==> src/rtl/regfile_write_queue.sv <==
// Write-back queue in front of the 32-entry register file's single write port.
// It buffers retiring (rd, data) pairs, drains one per cycle and forwards pending writes to decode.
module regfile_write_queue #(
  parameter int XLEN  = 32,
  parameter int DEPTH = 4,
  parameter int AW    = $clog2(DEPTH)
) (
  input  logic            clk,
  input  logic            rst,
  input  logic            in_valid,
  output logic            in_ready,
  input  logic [4:0]      in_rd,
  input  logic [XLEN-1:0] in_data,
  input  logic            wb_stall,
  input  logic            flush,
  output logic            rf_we,
  output logic [4:0]      rf_waddr,
  output logic [XLEN-1:0] rf_wdata,
  input  logic [4:0]      fwd_addr1,
  input  logic [4:0]      fwd_addr2,
  output logic            fwd_hit1,
  output logic [XLEN-1:0] fwd_data1,
  output logic            fwd_hit2,
  output logic [XLEN-1:0] fwd_data2,
  output logic [AW:0]     count
);

  localparam logic [AW:0] FULL_COUNT = (AW+1)'(DEPTH);

  logic [4:0]      rd_mem   [DEPTH];
  logic [XLEN-1:0] data_mem [DEPTH];
  logic [AW-1:0]   wr_ptr;
  logic [AW-1:0]   rd_ptr;
  logic            not_empty;
  logic            pop;
  logic            push;

  assign not_empty = (count != '0);
  assign pop       = not_empty && !wb_stall && !flush;
  assign in_ready  = !flush && ((count < FULL_COUNT) || pop);
  // A write to x0 completes its handshake but never occupies a slot.
  assign push      = in_valid && in_ready && (in_rd != 5'd0);

  assign rf_we    = pop;
  assign rf_waddr = not_empty ? rd_mem[rd_ptr]   : 5'd0;
  assign rf_wdata = not_empty ? data_mem[rd_ptr] : '0;

  // NOTE: sequential state uses non-blocking assignments so every register samples pre-edge values.
  always_ff @(posedge clk or posedge rst) begin
    if (rst) begin
      wr_ptr <= '0;
      rd_ptr <= '0;
      count  <= '0;
    end else if (flush) begin
      wr_ptr <= '0;
      rd_ptr <= '0;
      count  <= '0;
    end else begin
      if (push) wr_ptr <= wr_ptr + 1'b1;
      if (pop)  rd_ptr <= rd_ptr + 1'b1;
      case ({push, pop})
        2'b10:   count <= count + 1'b1;
        2'b01:   count <= count - 1'b1;
        default: count <= count;
      endcase
    end
  end

  // NOTE: the entry storage has no reset; occupancy alone decides which slots are meaningful.
  always_ff @(posedge clk) begin
    if (push) begin
      rd_mem[wr_ptr]   <= in_rd;
      data_mem[wr_ptr] <= in_data;
    end
  end

  // Scan oldest to youngest so a later match overwrites an earlier one.
  // NOTE: every output of this block gets a default first, so no latch is inferred.
  always_comb begin
    logic [AW-1:0] idx;
    idx       = '0;
    fwd_hit1  = 1'b0;
    fwd_data1 = '0;
    fwd_hit2  = 1'b0;
    fwd_data2 = '0;
    for (int i = 0; i < DEPTH; i++) begin
      idx = rd_ptr + AW'(i);
      if ((AW+1)'(i) < count) begin
        if ((fwd_addr1 != 5'd0) && (rd_mem[idx] == fwd_addr1)) begin
          fwd_hit1  = 1'b1;
          fwd_data1 = data_mem[idx];
        end
        if ((fwd_addr2 != 5'd0) && (rd_mem[idx] == fwd_addr2)) begin
          fwd_hit2  = 1'b1;
          fwd_data2 = data_mem[idx];
        end
      end
    end
  end

endmodule
==> config.mk <==
export PLATFORM = sky130hd
export DESIGN_NAME = regfile_write_queue
export DESIGN_NICKNAME = d
export VERILOG_FILES = /design/src/rtl/regfile_write_queue.sv
export SDC_FILE = /design/constraint.sdc
export NUM_CORES = 1
export LEC_CHECK = 0
export ABC_AREA = 1
export BUFFER_PORTS_ARGS = -buffer_cell sky130_fd_sc_hd__buf_2
export CORE_MARGIN = 5
export CORE_UTILIZATION = 65
export CTS_BUF_LIST = sky130_fd_sc_hd__clkbuf_4 sky130_fd_sc_hd__clkbuf_8
export CTS_CLUSTER_DIAMETER = 50
export CTS_CLUSTER_SIZE = 20
export DETAILED_ROUTE_END_ITERATION = 12
export PLACE_DENSITY = 0.88
export SLEW_MARGIN = 40
export SYNTH_ARGS = -nofsm -noshare
export SYNTH_HDL_FRONTEND = slang
export SYNTH_SLANG_ARGS = --single-unit
==> constraint.sdc <==
create_clock -name clk -period 4.9 [get_ports clk]
set_clock_uncertainty 0.2 [all_clocks]
set_input_delay 0.735 -clock clk [delete_from_list [all_inputs] [get_ports clk]]
set_output_delay 0.735 -clock clk [all_outputs]
set_load 0.02 [all_outputs]
==> results.cfg <==
[status]
status = finished clean

[synthesis]
synthCells = 1900
ys_async_sr_fraction_pct = 4.516
synth-edff-count = 148
syn_nets = 1960
ys_warn_count = 0
synth_most_common_cell = nand2_1
yosysSeqAreaShare_pct = 37.93
yosys.area.top_type_share_pct = 36.49
synthesis.area_mm2 = 0.01218
avgSynthCellArea_um2 = 6.410
synth_seq_cells = 155
synth-main-ff-cell = edfxtp_1
synth_commonest_cells = nand2_1 (674), nor2_1 (267), o21ai_0 (211), inv_1 (168), edfxtp_1 (148)
yosysTopAreaCell = edfxtp_1
synth_area_leaders = edfxtp_1 (36%), nand2_1 (21%), o21ai_0 (8.7%)
synth_cell_types = 26

[die]
start_util_pct = 65.55
core-area_mm2 = 0.01858
dieArea_mm2 = 0.02158
row_count = 50
die_y_um = 146.9
pin_count = 160
die_w_um = 146.9

[routing]
topRoutingLayerUsed = met5
drtPass1Iterations = 6
wire_per_inst_um = 16.48
drt-total-wl_mm = 36.75
drt.antenna.violating_nets = 0
drc = 0
route.met2.wl_mm = 17.23
route.met3.wl_mm = 4.197
drt_iter0_markers = 1812
dr_total_vias = 13130
drt-met1-wl_mm = 13.93
vias_per_cell = 5.889

[worst_setup_path]
required_ns = 3.96
crit_fanout = 33
cp-end-kind = primary output
critPathCapture = fwd_data2[0]
r2r-end = data_mem[2][11]$_DFFE_PP_
crit_start = rd_ptr[0]$_DFFE_PP0P_
arrival_ns = 3.72
reg2reg_depth = 4
reg2reg_from = count[2]$_DFFE_PP0P_
rrSetupSlack_ns = 2.07
critPathKind = register to primary output
crit_path_start_kind = register

[power]
static-leakage-power_uw = 0.006276
p_switching_uw = 3169
power_density_mw_per_mm2 = 448.7
seqPwrFrac_pct = 26.3
p_int_uw = 2866
power_uw = 6035
clkPwrFrac_pct = 16.1
power.share.switching_pct = 52.51
power_frac_comb_pct = 57.6
vdd_drop_max_mv = 0.3187

[global_route]
grt_pass1_wl_mm = 57.97
grt_usage_pct = 33.11
grt_pass1_vias = 11870
grt_overflow_total = 0
antenna_found_initial = 2
grt_max_degree = 133

[clocking]
clock-root-buffer = clkbuf_8
numCtsBuffers = 17
clk_latency_ns = 0.45
cts_sinks = 155
clk_pin_slew_ns = 0.09
cts_tree = built
htreeDepth = 4
ctsLongestPathBuffers = 2

[timing]
fin_crit_ns = 4.653
fin_crit_sh_pct = 94.96
setup_viol = 0
tightest_slew_ns = 0.7657
max_slew_margin_pct = 48.96
setup_slack_ns = 0.2470
final_max_slew_viol_count = 0
hold_viol = 0
fmax_mhz = 214.9

[place]
place_ws_ns = 0.5926
port_buffers = 159
routabilityCongestion = 1.015
hpwl_mm = 25.06

[cells_and_area]
final_util_pct = 72.39
nets = 2043
drive_gt1_share_pct = 12.53
antennaDiodeCount = 0
synthToLayoutAreaGrowth_pct = 10.44

[min_path]
hp-class = input port to async pin

[run]
cap_violations = 0
## cell families (layout without fill, tap and decap cells)
kind of cell | Yosys count | in the layout | share of synthesized area [%]
fa+ha+maj | 8 | 8 | 0.8219
compound gates | 285 | 285 | 11.75
xor+xnor | 4 | 4 | 0.2876
flops | 155 | 155 | 37.93
buf+inv | 298 | 394 | 10.75
simple gates | 1150 | 1150 | 38.46
## final cells by class
type                       instances  area (µm²)
clock buffer                      17       234.0
clock inverter                    15       150.1
fill                            1566        5130
inverter                         170       639.4
multi-input combinational       1447        6366
sequential                       155        4627
tap                              234       292.8
timing repair buffer             192        1141
## power groups by stage
stage	combinational, µW	clock, µW	sequential [µW]
3_5_place_dp	3330	0	1610
4_1_cts	3340	971	1580
2_1_floorplan	2430	0	1590
3_3_place_gp	3250	0	1610
5_1_grt	3790	1030	1590
6_report	3480	973	1580
## critical path, cell delays in order (launching register included)
cell	delay (ns)
dfrtp_4	0.61
clkinv_2	0.30
nand2_1	0.11
nand2_2	0.43
nand2_1	0.19
nand3_1	0.13
nand2_1	0.09
nor2_4	0.42
nand3_2	0.13
buf_4	0.30
nand2_1	0.13
nand3_1	0.07
nand2_1	0.07
nand2_1	0.09
buf_2	0.18
## worst min path at each step
stage                    startpoint                   end  slack (ns)  depth (start not counted)
3_3_place_gp   count[2]$_DFFE_PP0P_  count[2]$_DFFE_PP0P_        0.39                          1
5_1_grt                         rst  count[1]$_DFFE_PP0P_        0.02                          2
2_1_floorplan                   rst  count[0]$_DFFE_PP0P_        0.34                          1
3_5_place_dp   count[2]$_DFFE_PP0P_  count[2]$_DFFE_PP0P_        0.40                          1
4_1_cts                         rst  count[1]$_DFFE_PP0P_       0.007                          2
6_report                        rst  count[2]$_DFFE_PP0P_        0.01                          2
## routing by layer
metal | vias up | track usage, %
met5 | - | 0
met1 | 5770 | 42.42
met2 | 898 | 55.34
met4 | 4 | 15.00
met3 | 152 | 5.398
li1 | 6308 | -
## cell usage in the layout, fill, tap and decap left out, drive strengths merged
| master | Yosys | final |
|---|---|---|
| nor2 | 273 | 273 |
| clkinvlp | 0 | 1 |
| o21ai | 278 | 278 |
| a21oi | 6 | 6 |
| xor2 | 4 | 4 |
| inv | 170 | 178 |
| nand3 | 131 | 131 |
| ha | 8 | 8 |
| dfrtp | 7 | 7 |
| nor2b | 2 | 2 |
| buf | 93 | 192 |
| bufinv | 0 | 1 |
| o22ai | 1 | 1 |
| clkinv | 0 | 5 |
| nand2 | 676 | 676 |
| edfxtp | 148 | 148 |
| nor3 | 1 | 1 |
| nand4 | 66 | 66 |
| or2 | 1 | 1 |
| clkbuf | 35 | 17 |
## registers in the layout, indices dropped and copies added (netlist names)
name      count
count         3
data_mem    128
rd_mem       20
rd_ptr        2
wr_ptr        2
## stage by stage
step	area (µm²)	hold slack (ns)	TNS, ns	std cells
final	13450	0.01248	0	2230
after global routing	13450	0.01967	-0.008049	2230
after CTS	13400	0.007076	0	2228
after detailed placement	13010	0.4007	0	2196
after global placement	12950	0.3861	0	2194
after floorplan	12180	0.3384	0	1900
## repair_timing
item | CTS | global route
hold buffers | 0 | 0
setup endpoints to repair | 0 | 66
resized for setup | 0 | 6
buffers inserted | 0 | 2
Power figures use the tool's default switching activity.
